### src/rtl/shifter_pipe.sv
// Two-stage pipelined barrel shifter (LSL/LSR/ASR/ROR) with ARM-style carry-out,
// valid/ready handshake on both sides and an opaque tag carried with each operation.
module shifter_pipe #(
    parameter  int unsigned WIDTH = 32,
    parameter  int unsigned TAG_W = 4,
    localparam int unsigned SHW   = $clog2(WIDTH)
) (
    input  logic             clk,
    input  logic             reset,
    input  logic             in_valid,
    output logic             in_ready,
    input  logic [WIDTH-1:0] in_data,
    input  logic [SHW-1:0]   in_shamt,
    input  logic [1:0]       in_sh,
    input  logic             in_en,
    input  logic             in_carry,
    input  logic [TAG_W-1:0] in_tag,
    output logic             out_valid,
    input  logic             out_ready,
    output logic [WIDTH-1:0] out_data,
    output logic             out_carry,
    output logic [TAG_W-1:0] out_tag
);

    // Stage 1 handles the low LO_W shift-amount bits, stage 2 the remaining HI_W bits.
    localparam int unsigned LO_W = (SHW + 1) / 2;
    localparam int unsigned HI_W = SHW - LO_W;

    localparam logic [1:0] SH_LSL = 2'b00;
    localparam logic [1:0] SH_LSR = 2'b01;
    localparam logic [1:0] SH_ASR = 2'b10;
    localparam logic [1:0] SH_ROR = 2'b11;

    // Shift d by amt according to the shift type; amt == 0 returns d for every type.
    function automatic logic [WIDTH-1:0] shift_by(
        input logic [WIDTH-1:0] d,
        input logic [1:0]       sh,
        input logic [SHW-1:0]   amt
    );
        logic [2*WIDTH-1:0] dbl;
        logic [WIDTH-1:0]   res;
        dbl = {d, d} >> amt;
        case (sh)
            SH_LSL:  res = d << amt;
            SH_LSR:  res = d >> amt;
            SH_ASR:  res = WIDTH'($signed(d) >>> amt);
            default: res = dbl[WIDTH-1:0];
        endcase
        return res;
    endfunction

    // Stage registers
    logic             s1_valid;
    logic [WIDTH-1:0] s1_data;
    logic [HI_W-1:0]  s1_shamt_hi;
    logic [1:0]       s1_sh;
    logic             s1_en;
    logic             s1_carry;
    logic [TAG_W-1:0] s1_tag;

    logic             s2_valid;
    logic [WIDTH-1:0] s2_data;
    logic             s2_carry;
    logic [TAG_W-1:0] s2_tag;

    // Handshake / stage-1 combinational signals
    logic             adv1;
    logic             adv2;
    logic [SHW-1:0]   lo_amt;
    logic [SHW-1:0]   lsl_idx;
    logic [SHW-1:0]   rsh_idx;
    logic             carry_c;
    logic [WIDTH-1:0] s1_next_data;
    logic [SHW-1:0]   hi_amt;
    logic [WIDTH-1:0] s2_next_data;

    // Pipeline advance: a stage moves when it is empty or its successor moves.
    always_comb begin
        adv2 = !s2_valid || out_ready;
        adv1 = !s1_valid || adv2;
    end

    assign in_ready = adv1;

    // Stage-1 datapath: low-part shift and carry-out from the original operand.
    always_comb begin
        lo_amt       = '0;
        lsl_idx      = SHW'(0) - in_shamt;
        rsh_idx      = in_shamt - SHW'(1);
        carry_c      = in_carry;
        if (in_en) begin
            lo_amt = SHW'(in_shamt[LO_W-1:0]);
        end
        if (in_en && (in_shamt != '0)) begin
            if (in_sh == SH_LSL) begin
                carry_c = in_data[lsl_idx];
            end else begin
                carry_c = in_data[rsh_idx];
            end
        end
        s1_next_data = shift_by(in_data, in_sh, lo_amt);
    end

    // Stage-2 datapath: shift by the high shift-amount bits carried from stage 1.
    always_comb begin
        hi_amt = '0;
        if (s1_en) begin
            hi_amt = {s1_shamt_hi, LO_W'(0)};
        end
        s2_next_data = shift_by(s1_data, s1_sh, hi_amt);
    end

    // Stage-1 register: captures the input whenever the stage may advance.
    always_ff @(posedge clk) begin
        if (reset) begin
            s1_valid    <= 1'b0;
            s1_data     <= '0;
            s1_shamt_hi <= '0;
            s1_sh       <= '0;
            s1_en       <= 1'b0;
            s1_carry    <= 1'b0;
            s1_tag      <= '0;
        end else if (adv1) begin
            s1_valid    <= in_valid;
            s1_data     <= s1_next_data;
            s1_shamt_hi <= in_shamt[SHW-1:LO_W];
            s1_sh       <= in_sh;
            s1_en       <= in_en;
            s1_carry    <= carry_c;
            s1_tag      <= in_tag;
        end
    end

    // Stage-2 register: holds the result stable while the consumer stalls.
    always_ff @(posedge clk) begin
        if (reset) begin
            s2_valid <= 1'b0;
            s2_data  <= '0;
            s2_carry <= 1'b0;
            s2_tag   <= '0;
        end else if (adv2) begin
            s2_valid <= s1_valid;
            s2_data  <= s2_next_data;
            s2_carry <= s1_carry;
            s2_tag   <= s1_tag;
        end
    end

    assign out_valid = s2_valid;
    assign out_data  = s2_data;
    assign out_carry = s2_carry;
    assign out_tag   = s2_tag;

endmodule

### config.mk
export PLATFORM = sky130hd
export DESIGN_NAME = shifter_pipe
export DESIGN_NICKNAME = d
export VERILOG_FILES = /design/src/rtl/shifter_pipe.sv
export SDC_FILE = /design/constraint.sdc
export NUM_CORES = 1
export LEC_CHECK = 0
export BUFFER_PORTS_ARGS = -buffer_cell sky130_fd_sc_hd__buf_2
export CORE_ASPECT_RATIO = 0.75
export CORE_UTILIZATION = 34
export CTS_CLUSTER_SIZE = 10
export DETAILED_ROUTE_END_ITERATION = 7
export PLACE_DENSITY = 0.61
export SLEW_MARGIN = 10
export SYNTH_ARGS = -nofsm -noshare
export SYNTH_HDL_FRONTEND = slang
export SYNTH_SLANG_ARGS = --single-unit
### constraint.sdc
create_clock -name clk -period 3.3 [get_ports clk]
set_input_delay 0.66 -clock clk [delete_from_list [all_inputs] [get_ports clk]]
set_output_delay 0.66 -clock clk [all_outputs]
set_load 0.005 [all_outputs]
* Word level (Yosys, flattened, before mapping)
Cells that the tools add are included.
** Word-level totals
- Register bits after elaboration :: 81
- Latch bits :: 0
- Bits in writable memories :: 0
- ROM bits :: 0
- Logic and storage cells :: 45
- Memories kept :: 0
** Cells by class
- Add/subtract/negate cells :: 2
- $mul :: 0
- Divide/modulo/power cells :: 0
- Order comparisons :: 2
- Equality and inequality tests :: 4
- Shift-type cells :: 8
- Multiplexer cells :: 10
- Bitwise operators :: 0
- Reduce and logical (&&, ||, !) cells :: 8
** Operators by type and width (count)
- one-hot mux 32 bit (3 select lines) :: 2
- right shift 64 x 5 -> 32 bit :: 2
- << shifter 32 x 5 -> 32 bit :: 2
- right shift 32 x 5 -> 32 bit :: 2
- >>> shifter 32 x 5 -> 32 bit :: 2
- less-than comparator 5 x 6 -> 1 bit (second input constant) :: 2
- binary-select mux 1 bit (select 5 bit) :: 2
- 2-to-1 mux 5 bit :: 1
- nonzero test 5 bit :: 1
- subtractor 1 x 5 -> 5 bit (first input constant) :: 1
- subtractor 5 x 1 -> 5 bit (second input constant) :: 1
- equality test 2 x 1 -> 1 bit (second input constant) :: 2
- equality test 2 bit (second input constant) :: 2
- zero test 2 bit :: 2
- 2-to-1 mux 1 bit :: 4
- 2-to-1 mux 3 bit :: 1
- zero test 1 bit :: 2
- logical OR 1 bit :: 2
- logical AND 1 bit :: 1

* Longest topological paths before layout
Gate-level depths: netlist (run 1).
- Word-level depth :: 5
- Mapped depth :: 11

* Worst setup path after synthesis (run 1)
OpenSTA, ideal clock, no wires.
- Path kind :: in2reg
- Start point :: input port in_shamt[0]
- End point :: register s1_carry
- Arrival :: 2.926 ns
- Slack :: 0.246 ns
- Stages on the path :: 10
- Buffers on the path :: 3
- Path through :: buf_6 buf_2 inv_1 ha_1 buf_2 mux4_2 mux4_2 or3b_1 o311ai_1 a31oi_1
** Between the ends
- Longest elaborated chain between the ends :: 5
- Elaborated cells between the ends (all ways) :: 10
- Classes of those cells :: add/sub (2); mux (6); reduce/logical (2)
** Ends and longest elaborated chain
- start, declared :: RTL line 13 : input logic [SHW-1:0] in_shamt,
- subtractor 5 x 1 -> 5 bit or subtractor 1 x 5 -> 5 bit (tied branches) :: RTL line 89, 88
- binary-select mux 1 bit (select 5 bit), on equally long branches :: RTL line 98, 96
- 2-to-1 mux 1 bit, on equally long branches :: RTL line 98, 96
- 2-to-1 mux 1 bit :: RTL line 95 : if (in_sh == SH_LSL) begin
- 2-to-1 mux 1 bit (*) :: RTL line 94 : if (in_en && (in_shamt != '0)) begin
- end signal, assigned :: RTL line 129 : s1_carry <= carry_c;
- end, declared :: RTL line 58 : logic s1_carry;
Mark *: on every way between the ends. The rest lies on a longest branch, timed or not. The select of a mux whose other input is x is not followed.
A chain may end at the register's enable or synchronous reset.

* Worst setup path after layout (run 1)
- Start point :: input port in_shamt[1]
- End point :: register s1_carry
The elaborated chain is that of the path after synthesis.

==> metrics, run 1 <==
cell area after layout 8930 um^2; DR WL/cell about 23 um; drt first-iter violations about 1.3k; Ports a little under 90; post-CTS resize count 0; H-tree Lvls 3; RSZ-0062 raised after global routing false; largest net degree at the start of global routing 52; Die Width 179 um; TritonCTS clock tree yes; CP Data Arrival Time 2760 ps; Worst-Margin Slew approximately 1100 ps; clk slew on worst S/H paths 80 ps; min cycle time layout between 2000 and 3000 ps; pwr/cell area 369 nW/um^2; GR Util All Layers 0.244; post-synthesis cell count approximately 940; Critical Path RT about 3500 ps; cell area after synthesis 7950 um^2; Worst Setup Start Kind input pin; post-layout power roughly 3.3 mW; Pre-antenna DRT Iters 5; DRC violations left 0; HPWL Detailed 20300 um; Finished Layout Cells 1268; top cells by count, synth 137 x nand2_1, 94 x a21oi_1, 89 x mux4_2; CTS Buffer Depth 2; Slew Limit Fails 0; Core Region 23000 um^2; initial antenna violation count 0; crit path buf inv count 2; vias in the first global route 7451; worst-skew pair later-pin latency 350 ps; proportion of layout cells with a drive suffix above 1 0.256; CP max stage delay around 360 ps; register area share after synthesis 0.204; PortBufs a little under 90; CP Cell Sequence buf_2 > inv_1 > ha_1 > nor3b_1 > ha_1 > mux4_2 > or3b_1 > o311ai_1 > a31oi_1; cell family with most CP delay simple AND/OR/NAND/NOR gates; Async S/R FF share, synth 0; detailed-route wire length 28800 um; first-pass GRT wire length 45000 um; placed instance count 1252; outcome finished clean; CTS root buf clkbuf_16; total grt overflow 0; Worst Setup End Kind flip-flop; Via density 6.47; die height 134 um; setup TNS 0 ps; hold slack 450 ps; Num CTS Buffers 9; EDFF count, synth 0; Peak VDD IR roughly 0.27 mV; dominant synthesized flop cell dfxtp_1; CTS hold repair buffers 0; CP most frequent cell ha_1; number of distinct library cells after synthesis 67; Final Hold Fails 0; Vias 8207; Sink Count 81; Post-Place Cell Area 8630 um^2; Initial Util 0.346; final core utilization 0.388; DP Worst Slack 461 ps; Finish-stage setup viols 0; cell with the largest stage delay on the worst path nor3b_1; area growth from synthesis to final layout 12.4%; WS Path Type in -> reg; max_cap viols 0; Synth top area share 0.252; fmax 0.396 GHz; fin crit share 0.764; row cnt 48; die footprint 24000 um^2; count leader, synth nand2_1; Syn. warnings 0; Leak approximately 3.4 nW; Rel. slew slack 0.287; Worst Path Max Fanout 6; Post-Syn Nets 992; DRT antenna net count 0; final worst slack 777 ps; Synth Register Bits 81; clock skew 14.5 ps; routability cong. 0.940; antenna fix cells 0; largest cells by area after synthesis mux4_2 25%, dfxtp_1 20%, nand2_1 6.5%; Final nets 1014; Setup Buffers After CTS 0; cell accounting for the most synthesized area mux4_2; HP Class reg -> reg; Post-Syn Area per Cell between 8 and 9 um^2
## state kept, by name, summed over array words and instances, names as in the netlist
| name | count |
|---|---|
| s1_carry | 1 |
| s1_valid | 1 |
| s1_en | 1 |
| s1_shamt_hi | 2 |
| out_data | 32 |
| s1_tag | 4 |
| s1_sh | 2 |
| s1_data | 32 |
| out_valid | 1 |
| out_tag | 4 |
| out_carry | 1 |
## kinds of logic after synthesis
logic type,Yosys count,share of synthesized area
adders and majority gates,2,0.00315
AOI/OAI and AO/OA,276,0.224
DFF,81,0.204
buffers and inverters,127,0.0697
and+or+nand+nor,313,0.176
muxes,138,0.319
xor gates and xnor gates,4,0.00441
## cells in the final DEF, fill, tap and decap left out, types with 9 or more instances in the layout
| cell type | count |
|---|---|
| nor3_1 | 32 |
| nand2b_1 | 9 |
| and3_1 | 16 |
| clkbuf_16 | 9 |
| mux2i_1 | 42 |
| dfxtp_1 | 81 |
| a221oi_1 | 10 |
| a31oi_1 | 11 |
| mux4_2 | 89 |
| buf_4 | 38 |
| nor2_1 | 71 |
| nand3_1 | 20 |
| a21o_1 | 9 |
| a21oi_1 | 94 |
| a211oi_1 | 20 |
| buf_2 | 87 |
| o21ai_0 | 44 |
| a2111oi_0 | 9 |
| o221ai_1 | 12 |
| o211ai_1 | 13 |
| nand2_1 | 137 |
## worst register-to-register path: stages, from the launching register on
cell      delay [ps]
dfxtp_1          760
or2_2            570
nand2_1          340
o211ai_1         270
nand3_1          170
a21oi_1          170
## routing by layer
metal / up-vias / wire length (um) / global-route usage
met5: - / 0 / 0
met4: 0 / 793 / 0.0730
met3: 72 / 3840 / 0.0720
met2: 592 / 11900 / 0.333
met1: 3916 / 12300 / 0.362
li1: 3627 / - / -
## worst paths after layout
path | start | end | slack [ps] | cells after the start
worst min register to register | out_data[8] | out_data[8] | 450 | 2
worst min-delay path | out_data[8] | out_data[8] | 450 | 2
worst max-delay path | in_shamt[1] | s1_carry | 780 | 9
worst max register to register | s1_sh[0] | out_data[8] | 970 | 5
## power by group
group	switching [mW]	internal (mW)	total, mW
registers	0.129	1.07	1.20
logic	0.572	0.488	1.06
clock network	0.453	0.592	1.04
total	1.15	2.15	3.30
## area by class of cell
| type | count | area, um^2 |
|---|---|---|
| Clock inverter | 7 | 78.8 |
| Timing Repair Buffer | 130 | 821 |
| Fill cell | 2326 | 14100 |
| Sequential cell | 81 | 1620 |
| Inverter | 8 | 30.0 |
| Tap cell | 300 | 375 |
| Clock buffer | 9 | 225 |
| Multi-Input combinational cell | 733 | 5780 |
Power figures use the tool's default switching activity.
==> run 2, diff against run 1 <==
--- a/config.mk
+++ b/config.mk
@@ -10,7 +10,7 @@
 export CORE_UTILIZATION = 34
 export CTS_CLUSTER_SIZE = 10
 export DETAILED_ROUTE_END_ITERATION = 7
-export PLACE_DENSITY = 0.61
+export PLACE_DENSITY = 0.63
 export SLEW_MARGIN = 10
 export SYNTH_ARGS = -nofsm -noshare
 export SYNTH_HDL_FRONTEND = slang
==> constraint.sdc (replaced) <==
create_clock -name clk -period 2.19 [get_ports clk]
set_input_delay 0.438 -clock clk [delete_from_list [all_inputs] [get_ports clk]]
set_output_delay 0.438 -clock clk [all_outputs]
set_load 0.005 [all_outputs]
==> metrics, run 2 (same netlist as run 1, synthesis figures left out) <==
outcome finished clean; row cnt 48; Final nets approximately 1.1k; RSZ-0062 raised after global routing false; drt first-iter violations 1133; total grt overflow 0; CP Data Arrival Time 2320 ps; Worst Setup Start Kind flip-flop; min cycle time layout 2110 ps; DR WL/cell around 23 um; Vias a little under 9k; Initial Util 0.346; fin crit share 0.962; most common cell after layout, fill and taps aside nand2_1; CTS Buffer Depth 2; clock skew between 9 and 10 ps; Pre-antenna DRT Iters 5; HPWL Detailed approximately 23000 um; DRT antenna net count 0; initial antenna violation count 0; routability cong. ~1.1; DRC violations left 0; first-pass GRT wire length ~48000 um; Via density 6.35; detailed-route wire length between 30000 and 40000 um; largest net degree at the start of global routing 45; worst-skew pair later-pin latency 360 ps; pwr/cell area 531 nW/um^2; Worst-Margin Slew 650 ps; PortBufs 87; Setup Buffers After CTS 0; area growth from synthesis to final layout 23.6%; CP max stage delay 650 ps; Finished Layout Cells 1370; antenna fix cells 0; Final Hold Fails 0; max_cap viols 0; Leak just under 4 nW; HP Class in -> reg; Worst Path Max Fanout 30; fmax 0.475 GHz; Finish-stage setup viols 0; die height about 130 um; TritonCTS clock tree yes; Die Width 179 um; die footprint about 24000 um^2; proportion of layout cells with a drive suffix above 1 0.329; H-tree Lvls 3; FILL cells 2311; post-layout power 5.22 mW; Critical Path RT 2400 ps; Ports 88; placed instance count ~1.4k; cell with the largest stage delay on the worst path a2111oi_1; Worst Setup End Kind flip-flop; GR Util All Layers 0.264; CTS hold repair buffers 0; Core Region 23000 um^2; WS Path Type reg -> reg; CTS root buf clkbuf_16; most frequent cells in the layout 137 x nand2_1, 131 x buf_4, 94 x a21oi_1; CP most frequent cell a21oi_1; Num CTS Buffers 9; Peak VDD IR 0.394 mV; post-CTS resize count 2; clk slew on worst S/H paths 70 ps; vias in the first global route 8179; Slew Limit Fails 0; Sink Count 81; CP Cell Sequence nand2_1 > buf_12 > mux2i_1 > a21oi_1 > a2111oi_1 > a21oi_1; Rel. slew slack 0.566
-- run 2: changes by cell type in the layout (fill, tap and decap cells not counted), sizes merged --
cell      change
clkinvlp      -1
buf         +102
clkbuf        +1
-- run 2: final timing paths --
| kind | cells after the start | start | end | slack, ps |
|---|---|---|---|---|
| worst min-delay path | 3 | in_tag[3] | s1_tag[3] | 330 |
| worst max register to register | 6 | s1_en | out_data[29] | 80 |
| worst min register to register | 2 | out_data[11] | out_data[11] | 450 |
| worst max-delay path | 6 | s1_en | out_data[29] | 80 |
-- run 2: stage by stage --
step | cell area (um^2) | TNS (ps) | hold WS, ps | util | setup WS, ps
floorplan | 7980 | -388 | 432 | - | -388
global placement | 9520 | -3200 | 439 | 0.414 | -191
detailed placement | 9520 | -3770 | 445 | 0.414 | -220
CTS | 9820 | 0 | 316 | 0.427 | 28.9
global route | 9830 | 0 | 333 | 0.427 | 7.61
finish | 9830 | 0 | 326 | 0.427 | 84.1
-- run 2: per-layer routing --
layer	vias to the layer above	share of wire	wire [um]	global-route usage
met5	-	0.0010	32	0.0104
met3	74	0.12	3660	0.0686
li1	3844	-	-	-
met1	4224	0.43	13300	0.388
met2	556	0.42	12900	0.373
met4	2	0.032	994	0.0777
-- run 2: final cells by class --
type	instances	area (um^2)	share of cell area
timing repair buffer	232	1700	0.173
clock buffer	10	229	0.0233
clock inverter	6	67.6	0.00687
inverter	8	30.0	0.00306
sequential	81	1620	0.165
tap	300	375	0.0382
multi-input combinational	733	5800	0.591
-- run 2: power by group --
group          internal, mW  switching, mW
logic                 0.915          0.984
registers              1.61          0.143
clock network         0.889          0.679
total                  3.41           1.81
-- run 2: critical path, delay by kind of cell, from the launching register on --
family                 cells  cell delay, ps
multiplexers               1             320
flip-flops                 1             360
buffers and inverters      1             200
AO/OA/AOI/OAI              3             950
AND/OR/NAND/NOR            1             110
